<file path="src/rtl/tdc_ctrl.sv">
// TDC measurement sequencer: launches an edge into the delay line, captures the taps,
// popcounts them and accumulates 2^AVG_LOG2 samples before a valid/ready handoff.
module tdc_ctrl #(
  parameter int N             = 64,
  parameter int AVG_LOG2      = 2,
  parameter int SETTLE_CYCLES = 2,
  localparam int CW           = $clog2(N + 1),
  localparam int RW           = CW + AVG_LOG2
) (
  input  logic          clk,
  input  logic          rst,
  input  logic          start,
  output logic          busy,
  output logic          dl_in,
  input  logic [N-1:0]  dl_taps,
  output logic [RW-1:0] result,
  output logic          result_valid,
  input  logic          result_ready,
  output logic          ovf,
  output logic          clr_err
);

  localparam logic [2:0] S_IDLE   = 3'd0;
  localparam logic [2:0] S_LAUNCH = 3'd1;
  localparam logic [2:0] S_SAMPLE = 3'd2;
  localparam logic [2:0] S_CLEAR  = 3'd3;
  localparam logic [2:0] S_DONE   = 3'd4;

  localparam int SW  = (SETTLE_CYCLES > 1) ? $clog2(SETTLE_CYCLES) : 1;
  localparam int SCW = AVG_LOG2 + 1;

  logic [2:0]     state, next_state;
  logic [N-1:0]   tap_q;
  logic [SW-1:0]  settle_cnt;
  logic [SCW-1:0] sample_cnt;
  logic [CW-1:0]  ones;
  logic           settle_last, last_sample;

  assign settle_last = (settle_cnt == SW'(SETTLE_CYCLES - 1));
  assign last_sample = (sample_cnt == SCW'((1 << AVG_LOG2) - 1));

  // Ones-count rather than first-zero search keeps bubbles from causing large errors
  always_comb begin
    ones = '0;
    for (int i = 0; i < N; i++) begin
      ones = ones + CW'(tap_q[i]);
    end
  end

  always_comb begin
    next_state = state;
    case (state)
      S_IDLE:   if (start) next_state = S_LAUNCH;
      S_LAUNCH: next_state = S_SAMPLE;
      S_SAMPLE: next_state = S_CLEAR;
      S_CLEAR:  if (settle_last) next_state = last_sample ? S_DONE : S_LAUNCH;
      S_DONE:   if (result_valid && result_ready) next_state = S_IDLE;
      default:  next_state = S_IDLE;
    endcase
  end

  // Taps are sampled raw every edge; metastable taps only perturb the count by one each
  always_ff @(posedge clk) begin
    tap_q <= dl_taps;
  end

  // Outputs are registered from next_state so they line up with the state they describe
  always_ff @(posedge clk) begin
    if (rst) begin
      state        <= S_IDLE;
      dl_in        <= 1'b0;
      busy         <= 1'b0;
      result_valid <= 1'b0;
      result       <= '0;
      ovf          <= 1'b0;
      clr_err      <= 1'b0;
      sample_cnt   <= '0;
      settle_cnt   <= '0;
    end else begin
      state        <= next_state;
      dl_in        <= (next_state == S_LAUNCH);
      busy         <= (next_state != S_IDLE);
      result_valid <= (next_state == S_DONE);
      case (state)
        S_IDLE: begin
          if (start) begin
            result     <= '0;
            sample_cnt <= '0;
            ovf        <= 1'b0;
            clr_err    <= 1'b0;
          end
        end
        S_SAMPLE: begin
          result     <= result + RW'(ones);
          settle_cnt <= '0;
          if (&tap_q) ovf <= 1'b1;
        end
        S_CLEAR: begin
          settle_cnt <= settle_cnt + 1'b1;
          if (settle_last) begin
            sample_cnt <= sample_cnt + 1'b1;
            if (|tap_q) clr_err <= 1'b1;
          end
        end
        default: ;
      endcase
    end
  end

endmodule

</file>
<file path="config.mk">
export PLATFORM = sky130hd
export DESIGN_NAME = tdc_ctrl
export DESIGN_NICKNAME = d
export VERILOG_FILES = /design/src/rtl/tdc_ctrl.sv
export SDC_FILE = /design/constraint.sdc
export NUM_CORES = 1
export LEC_CHECK = 0
export CAP_MARGIN = 10
export CORE_MARGIN = 2
export CORE_UTILIZATION = 45
export CTS_CLUSTER_DIAMETER = 40
export DETAILED_ROUTE_END_ITERATION = 10
export PLACE_DENSITY = 0.7
export SLEW_MARGIN = 20
export SYNTH_ARGS = -nofsm -noshare
export SYNTH_HDL_FRONTEND = slang
export SYNTH_SLANG_ARGS = --single-unit
</file>
<file path="constraint.sdc">
create_clock -name clk -period 7.9 [get_ports clk]
set_clock_uncertainty 0.15 [all_clocks]
set_input_delay 0.79 -clock clk [delete_from_list [all_inputs] [get_ports clk]]
set_output_delay 0.79 -clock clk [all_outputs]
set_load 0.01 [all_outputs]
</file>
==> out/results.md, run 1 <==
| Stage | Quantity | This run |
|---|---|---|
| outcome | Result of the run | complete, no violations |
| floorplanning | Vert. Die Dim | 103 um |
| cts | Clock tree from TritonCTS | built |
| place | Placed insts | 621 |
| floorplanning | Top-level I/O count | 82 |
| global route | Met3 track demand over resource in global routing | 5.78% |
| setup path | Arrival @ worst endpoint | 6.63 ns |
| sta | Unrepaired setup endpoints after global routing | no |
| global route | Number of global-route vias before repair | 3121 |
| setup path | Crit path required time | 8.01 ns |
| global route | Overall fraction of global-route tracks in use | 19.2% |
| floorplanning | Die Area | 10700 um^2 |
| setup path | Top fanout value on the critical path | 3 |
| global route | Met1 track demand over resource in global routing | 26.3% |
| finish | Area occupied by multi-input gates | 2370 um^2 |
| drt | TritonRoute pass-1 iters | 4 |
| finish | Number of fill cells in the layout | 855 |
| finish | Antenna Cells | 0 |
| synth | Number of standard cells after synthesis | 411 |
| finish | Final cell count without fillers | 637 |
| sta | Fin Hold WS | 0.336 ns |
| global route | Largest net degree at the start of global routing | 24 |
| hold path | Worst min-delay path class | register to register |
| synth | Syn Nets | 563 |
| drt | Routed WL per cell | 14.9 um |
| synth | Mean instance size in the synthesized netlist | 10.8 um^2 |
| synth | Number of register bits inferred by synthesis | 85 |
| cts | Number of gates resized after CTS | 0 |
| sta | Shortest clock period the worst path allows after layout | 6.52 ns |
| sta | Final number of setup-violating endpoints | 0 |
| finish | Register area | 1700 um^2 |
| cts | CTS Root Cell | sky130_fd_sc_hd__clkbuf_8 |
| synth | Most used DFF post-synth | sky130_fd_sc_hd__dfxtp_1 |
| global route | Antenna violations before repair | 0 |
| finish | Final instance area | 5580 um^2 |
| sta | Final Cycle Share | 82.5% |
| setup path | Gate family responsible for the most delay along the worst path | adder cells |
| sta | Final number of max-transition violations | 0 |
| place | Last weighted congestion value of the routability-driven placer | 0.888 |
| setup path | Critical path endpoint category | register |
| global route | M2 GR Usage | 29.5% |
| sta | Maximum clock rate | 153 MHz |
| cts | Postcts setup bufs | 0 |
| finish | Net count of the finished layout | 651 |
| sta | Rel. slew slack | 46.6% |
| floorplanning | Initial standard-cell utilization of the core | 45.7% |
| setup path | Worst Setup Path Type | register to register |
| drt | Number of DRC markers in iteration 0 | 125 |
| cts | Max H-tree Level | 3 |
| cts | Clock latency of the later-clocked register in the worst-skew pair | 0.37 ns |
| cts | # clock sinks | 85 |
| synth | Count of cell types in the netlist | 44 |
| global route | Wire length of the first global-routing pass | 15000 um |
| drt | Vias | 3149 |
| floorplanning | Horiz. Die Dim | 103 um |
| place | Number of buffers inserted by port buffering | 81 |
| floorplanning | Placement row count | 36 |
| synth | Number of synthesized flops with an enable pin | 0 |
| setup path | Crit path buffers/inverters | 3 |
| place | Dpl cell area | 5380 um^2 |
| drt | Number of remaining DRC errors | 0 |
| run | Number of max-cap violations | 0 |
| cts | Hold bufs inserted after CTS | 0 |
| synth | Number of synthesis warnings | 0 |
| global route | Most heavily used metal layer in global routing | met2 |
| setup path | Worst path cell trace | inv_1, fa_1, inv_1, fa_1, inv_1, fa_1, fa_1, fa_1, fa_1, fa_1, fa_1, fa_1, fa_1, nor2b_4, o2111a_2, o31ai_4, mux2i_1, mux2_1 |
| synth | Netlist area before placement | 4430 um^2 |
| sta | Measured slew at the worst slew-check pin | 0.799 ns |
| drt | Ratio of routed vias to standard cells | 4.94 |
| finish | Area grow syn2layout | 26.1% |
| setup path | Type of element launching the critical path | register |
| cts | Number of clock buffers inserted by TritonCTS | 9 |
| cts | Bufs on Longest Clock Path | 2 |
| place | Post-detailed-placement half-perimeter wirelength | 7860 um |
| synth | Share of synthesized registers carrying an async set or reset | 0% |
| global route | Total grt overflow | 0 |
| floorplanning | Core footprint | 9680 um^2 |
| setup path | Most frequent CP cell | sky130_fd_sc_hd__fa_1 |
| setup path | Crit path largest cell delay | 0.53 ns |
| setup path | Crit path max-delay cell type | sky130_fd_sc_hd__fa_1 |
| drt | Routed Wire Length | 9490 um |
| sta | Setup TNS Final | 0 ns |
| cts | Post-CTS clock slew at the launch and capture registers of the worst setup and hold paths | 0.09 ns |
| finish | Fraction of layout cells with a size suffix above 1 | 4.37% |
| sta | Fin. Hold Viols | 0 |
| drt | Post-route ant nets | 0 |
| synth | Fraction of the yosys area taken by sequential cells | 38.4% |
worst register-to-register path, cell delays in order (launching register included):
cell and delay (ns):
sky130_fd_sc_hd__dfxtp_1 0.37, sky130_fd_sc_hd__inv_1 0.07, sky130_fd_sc_hd__fa_1 0.53, sky130_fd_sc_hd__inv_1 0.05
sky130_fd_sc_hd__fa_1 0.49, sky130_fd_sc_hd__inv_1 0.05, sky130_fd_sc_hd__fa_1 0.45, sky130_fd_sc_hd__fa_1 0.53
sky130_fd_sc_hd__fa_1 0.44, sky130_fd_sc_hd__fa_1 0.48, sky130_fd_sc_hd__fa_1 0.51, sky130_fd_sc_hd__fa_1 0.43
sky130_fd_sc_hd__fa_1 0.41, sky130_fd_sc_hd__fa_1 0.46, sky130_fd_sc_hd__nor2b_4 0.15, sky130_fd_sc_hd__o2111a_2 0.24
sky130_fd_sc_hd__o31ai_4 0.08, sky130_fd_sc_hd__mux2i_1 0.18, sky130_fd_sc_hd__mux2_1 0.33
metrics by stage:
| step | worst slack [ns] | utilization, % |
|---|---|---|
| after global placement | 1.49 | 55.6 |
| after CTS | 1.37 | 57.7 |
| after detailed placement | 1.38 | 55.6 |
| final | 1.38 | 57.7 |
| after global routing | 1.17 | 57.7 |
| after floorplan | 1.62 | - |
layer usage:
layer / wire (um) / share of wire (%)
met5: 0 / 0
met4: 153 / 1.6
met3: 634 / 6.7
met2: 4400 / 46
met1: 4300 / 45
cells by family after synthesis:
family                   after synthesis  share of synthesized area, %
AND/OR/NAND/NOR                      108                          13.6
buffers and inverters                 94                          8.16
flip-flops                            85                          38.4
adder cells (fa/ha/maj)               84                          33.2
AO/OA/AOI/OAI                         37                          5.88
multiplexers                           2                         0.480
XOR/XNOR                               1                         0.198
state kept, by name, summed over array words and instances, names as in the netlist:
register / count
dl_in: 1
result: 9
sample_cnt: 3
tap_q: 64
busy: 1
settle_cnt: 1
ovf: 1
clr_err: 1
result_valid: 1
state: 3
cells in the mapped netlist, drive strengths merged, types with 2 or more instances:
library cell / n / share of area [%]
or4: 3 / 0.51
o21ai: 5 / 0.56
a32oi: 2 / 0.40
nor2: 17 / 1.5
a31oi: 2 / 0.28
nand3b: 2 / 0.34
nand2: 16 / 1.4
inv: 90 / 7.6
a21oi: 12 / 1.4
nand3: 8 / 0.90
a221oi: 2 / 0.40
o31ai: 3 / 0.82
dfxtp: 85 / 38
o21a: 4 / 0.68
o211ai: 2 / 0.34
buf: 2 / 0.37
nand4b: 2 / 0.40
nor3: 6 / 0.68
ha: 28 / 7.9
or3: 7 / 1.0
clkbuf: 2 / 0.17
nand2b: 2 / 0.28
nor2b: 3 / 0.59
fa: 56 / 25
nor4: 17 / 2.4
nand4: 21 / 3.0
cell type report:
type                            instances  share of cell area [%]
Multi-Input combinational cell        232                    42.4
Sequential cell                        85                    30.5
Timing Repair Buffer                   81                    14.5
Inverter                               90                    6.05
Tap cell                              133                    2.98
Clock buffer                            9                    2.22
Clock inverter                          7                    1.39
cell usage in the layout (no fill, tap or decap), types with 2 or more instances in the layout:
| cell type | count |
|---|---|
| sky130_fd_sc_hd__nor4_1 | 17 |
| sky130_fd_sc_hd__o31ai_1 | 2 |
| sky130_fd_sc_hd__or3_1 | 6 |
| sky130_fd_sc_hd__a32oi_1 | 2 |
| sky130_fd_sc_hd__nand4_1 | 21 |
| sky130_fd_sc_hd__nand2b_1 | 2 |
| sky130_fd_sc_hd__a21oi_1 | 12 |
| sky130_fd_sc_hd__nand2_1 | 15 |
| sky130_fd_sc_hd__o211ai_1 | 2 |
| sky130_fd_sc_hd__nand3b_1 | 2 |
| sky130_fd_sc_hd__nand4b_1 | 2 |
| sky130_fd_sc_hd__nor3_1 | 6 |
| sky130_fd_sc_hd__clkdlybuf4s50_1 | 81 |
| sky130_fd_sc_hd__inv_1 | 90 |
| sky130_fd_sc_hd__o21a_1 | 4 |
| sky130_fd_sc_hd__ha_1 | 28 |
| sky130_fd_sc_hd__or4_1 | 3 |
| sky130_fd_sc_hd__o21ai_0 | 5 |
| sky130_fd_sc_hd__inv_6 | 3 |
| sky130_fd_sc_hd__fa_1 | 56 |
| sky130_fd_sc_hd__clkbuf_8 | 9 |
| sky130_fd_sc_hd__nor2b_1 | 2 |
| sky130_fd_sc_hd__nor2_1 | 16 |
| sky130_fd_sc_hd__a221oi_1 | 2 |
| sky130_fd_sc_hd__a31oi_1 | 2 |
| sky130_fd_sc_hd__clkinv_2 | 2 |
| sky130_fd_sc_hd__dfxtp_1 | 85 |
| sky130_fd_sc_hd__nand3_1 | 8 |
final timing paths:
check | startpoint | to | slack, ns | cells past startpoint
min | ovf | ovf | 0.34 | 2
max reg2reg | tap_q[34] | result[8] | 1.38 | 18
max | tap_q[34] | result[8] | 1.38 | 18
min reg2reg | ovf | ovf | 0.34 | 2
Power of run 1 is not shown: default switching activity piles up to over one toggle a cycle in this logic, so the estimate is an artifact.
==> run 2: changes to the inputs <==
--- a/config.mk
+++ b/config.mk
@@ -10,7 +10,7 @@
 export CORE_UTILIZATION = 45
 export CTS_CLUSTER_DIAMETER = 40
 export DETAILED_ROUTE_END_ITERATION = 10
-export PLACE_DENSITY = 0.7
+export PLACE_DENSITY = 0.73
 export SLEW_MARGIN = 20
 export SYNTH_ARGS = -nofsm -noshare
 export SYNTH_HDL_FRONTEND = slang
==> constraint.sdc (replaced) <==
create_clock -name clk -period 5.8 [get_ports clk]
set_clock_uncertainty 0.15 [all_clocks]
set_input_delay 0.58 -clock clk [delete_from_list [all_inputs] [get_ports clk]]
set_output_delay 0.58 -clock clk [all_outputs]
set_load 0.01 [all_outputs]
==> run 2 against run 1 <==
Effect of this change: wire length increased by 7.7%; utilization rose by 5.0 points; setup slack worse by 1.9 ns; design area rose by 8.6%; global-route usage is 0.80 points higher; maximum frequency is 2.5% higher; sequential share of layout area shrank 2.2 points; die area unchanged; via count increased by 6.4%; non-clock buffer count up 51; hold slack worse by 0.013 ns; the run now ends with setup timing left; sequential cell count unchanged.
==> out/results.md, run 2 (synthesis gave the netlist of run 1 again) <==
| Stage | Quantity | This run | Change |
|---|---|---|---|
| sta | Maximum clock rate | 157 MHz | was 153 MHz |
| drt | Number of DRC markers in iteration 0 | 164 | was 125 |
| floorplanning | Placement row count | 36 | unchanged |
| outcome | Violations in the final reports | setup timing |  |
| sta | Shortest clock period the worst path allows after layout | 6.36 ns | was 6.52 ns |
| setup path | Most frequent CP cell | sky130_fd_sc_hd__fa_1 | unchanged |
| floorplanning | Core footprint | 9680 um^2 | unchanged |
| outcome | Result of the run | finished with violations | was complete, no violations |
| cts | Clock tree from TritonCTS | built | unchanged |
| finish | Largest registers in the final layout | tap_q: 64 flops, result: 9 flops | unchanged |
| floorplanning | Vert. Die Dim | 103 um | unchanged |
| global route | Number of global-route vias before repair | 3303 | was 3121 |
| place | Placed insts | 663 | was 621 |
| floorplanning | Horiz. Die Dim | 103 um | unchanged |
| place | Worst slack at placement | -0.658 ns | was 1.38 ns |
| setup path | Worst Setup Path Type | register to register | unchanged |
| cts | Max H-tree Level | 3 | unchanged |
| drt | TritonRoute pass-1 iters | 4 | unchanged |
| cts | CTS Root Cell | sky130_fd_sc_hd__clkbuf_8 | unchanged |
| drt | Number of remaining DRC errors | 0 | unchanged |
| global route | Total grt overflow | 0 | unchanged |
| finish | Area occupied by multi-input gates | 2440 um^2 | was 2370 um^2 |
| finish | Final cell count without fillers | 688 | was 637 |
| floorplanning | Die Area | 10700 um^2 | unchanged |
| cts | # clock sinks | 85 | unchanged |
| place | Dpl cell area | 5730 um^2 | was 5380 um^2 |
| setup path | Critical path endpoint category | register | unchanged |
| finish | Number of flip-flops in the largest register | 64 | unchanged |
| finish | Antenna Cells | 0 | unchanged |
| finish | Leading cell type in the layout, fill and taps excluded | sky130_fd_sc_hd__inv_1 | unchanged |
| setup path | Top fanout value on the critical path | 3 | unchanged |
| global route | Wire length of the first global-routing pass | 15600 um | was 15000 um |
| drt | Routed WL per cell | 14.9 um | about the same |
| finish | Fraction of layout cells with a size suffix above 1 | 18.9% | was 4.37% |
| sta | Measured slew at the worst slew-check pin | 0.818 ns | was 0.799 ns |
| sta | Rel. slew slack | 45.3% | was 46.6% |
| sta | Fin. Hold Viols | 0 | unchanged |
| place | Post-detailed-placement half-perimeter wirelength | 8390 um | was 7860 um |
| setup path | Worst path cell trace | inv_2, fa_1, inv_2, fa_2, inv_2, fa_1, fa_1, fa_1, fa_1, fa_1, fa_1, fa_2, fa_2, nor2b_4, o2111a_2, o31ai_4, mux2i_1, mux2_1 | was inv_1, fa_1, inv_1, fa_1, inv_1, fa_1, fa_1, fa_1, fa_1, fa_1, fa_1, fa_1, fa_1, nor2b_4, o2111a_2, o31ai_4, mux2i_1, mux2_1 |
| finish | Number of fill cells in the layout | 766 | was 855 |
| cts | Hold bufs inserted after CTS | 0 | unchanged |
| sta | Fin Hold WS | 0.323 ns | was 0.336 ns |
| run | Number of max-cap violations | 0 | unchanged |
| finish | Area grow syn2layout | 37.0% | was 26.1% |
| global route | Largest net degree at the start of global routing | 24 | unchanged |
| sta | Post-route setup slack | -0.560 ns | was 1.38 ns |
| sta | Final Cycle Share | 110% | was 82.5% |
| cts | Bufs on Longest Clock Path | 2 | unchanged |
| sta | Unrepaired setup endpoints after global routing | yes | was no |
| place | Last weighted congestion value of the routability-driven placer | 0.888 | about the same |
| cts | Clock latency of the later-clocked register in the worst-skew pair | 0.37 ns | about the same |
| setup path | Crit path max-delay cell type | sky130_fd_sc_hd__fa_1 | unchanged |
| place | Number of buffers inserted by port buffering | 81 | unchanged |
| finish | Commonest non-fill, non-tap cells in the layout | sky130_fd_sc_hd__inv_1 (82), sky130_fd_sc_hd__clkdlybuf4s50_1 (81), sky130_fd_sc_hd__dfxtp_1 (75) | was sky130_fd_sc_hd__inv_1 (90), sky130_fd_sc_hd__dfxtp_1 (85), sky130_fd_sc_hd__clkdlybuf4s50_1 (81) |
| global route | Antenna violations before repair | 0 | unchanged |
| drt | Vias | 3351 | was 3149 |
| drt | Ratio of routed vias to standard cells | 4.87 | was 4.94 |
| setup path | Arrival @ worst endpoint | 6.47 ns | was 6.63 ns |
| floorplanning | Top-level I/O count | 82 | unchanged |
| floorplanning | Initial standard-cell utilization of the core | 45.7% | unchanged |
| finish | Net count of the finished layout | 702 | was 651 |
| drt | Routed Wire Length | 10200 um | was 9490 um |
| cts | Post-CTS clock slew at the launch and capture registers of the worst setup and hold paths | 0.10 ns | was 0.09 ns |
| setup path | Crit path largest cell delay | 0.54 ns | was 0.53 ns |
| sta | Final number of setup-violating endpoints | 8 | was 0 |
| drt | Post-route ant nets | 0 | unchanged |
| setup path | Type of element launching the critical path | register | unchanged |
| finish | Register containing the most flip-flops in the final layout | tap_q | unchanged |
| sta | Final number of max-transition violations | 0 | unchanged |
| global route | Overall fraction of global-route tracks in use | 20.0% | was 19.2% |
| finish | Register area | 1710 um^2 | was 1700 um^2 |
| setup path | Crit path buffers/inverters | 3 | unchanged |
| setup path | Gate family responsible for the most delay along the worst path | adder cells | unchanged |
| setup path | Crit path required time | 5.91 ns | was 8.01 ns |
| cts | Number of clock buffers inserted by TritonCTS | 9 | unchanged |
| finish | Final instance area | 6070 um^2 | was 5580 um^2 |
| hold path | Worst min-delay path class | register to register | unchanged |
run 2: cell types whose count changed in the layout (fill, tap and decap cells not counted), sizes merged:
| cell | previous run | this run |
|---|---|---|
| clkinv | 2 | 4 |
| inv | 94 | 93 |
| buf | 0 | 51 |
| bufinv | 1 | 0 |
run 2: cell type report:
cell class	count	share of cell area, %
well taps	133	2.74
multi-input cells	232	40.2
repair buffers	132	20.0
clock buffers	9	2.04
clock inverters	7	1.26
flip-flops and latches	85	28.3
inverters	90	5.57
run 2: metal layers:
metal / global-route usage (%) / vias up / routed length, um
met3: 6.32 / 22 / 698
met1: 27.1 / 1582 / 4470
met4: 6.98 / 0 / 227
met5: 0 / - / 0
li1: - / 1635 / -
met2: 30.6 / 112 / 4830
run 2: final timing paths:
| kind | startpoint | end | slack [ns] | depth (start not counted) |
|---|---|---|---|---|
| setup / recovery | tap_q[34] | result[8] | -0.56 | 18 |
| hold / removal | clr_err | clr_err | 0.32 | 2 |
| setup reg to reg | tap_q[34] | result[8] | -0.56 | 18 |
| hold reg to reg | clr_err | clr_err | 0.32 | 2 |
run 2: what timing repair did:
| item | 4_1_cts | 5_1_grt |
|---|---|---|
| buffers inserted | 3 | 6 |
| hold endpoints to repair | 0 | 0 |
| endpoints found under the setup margin | 8 | 8 |
| pin swaps | 9 | 10 |
| resized for setup | 8 | 16 |
run 2: tightest hold or removal path, stage by stage (launching register included):
cell	delay (ns)
sky130_fd_sc_hd__dfxtp_1	0.32
sky130_fd_sc_hd__nand2_1	0.05
sky130_fd_sc_hd__a21oi_1	0.06
run 2: metrics by stage:
stage | utilization (%) | setup TNS [ns]
3_3_place_gp | 59.2 | -2.13
4_1_cts | 61.7 | -2.42
6_report | 62.6 | -2.78
2_1_floorplan | - | -0.923
5_1_grt | 62.6 | -4.18
3_5_place_dp | 59.2 | -2.66
Power of run 2 is left out for the same reason.
==> run 3: changes to the inputs <==
--- a/config.mk
+++ b/config.mk
@@ -10,6 +10,7 @@
 export CORE_UTILIZATION = 45
 export CTS_CLUSTER_DIAMETER = 40
 export DETAILED_ROUTE_END_ITERATION = 10
+export HOLD_SLACK_MARGIN = 0.12
 export PLACE_DENSITY = 0.73
 export SLEW_MARGIN = 20
 export SYNTH_ARGS = -nofsm -noshare
==> results of run 3 <==
No change in the layout: final DEF, timing and power equal those of run 2.
Power of run 3 is left out for the same reason.
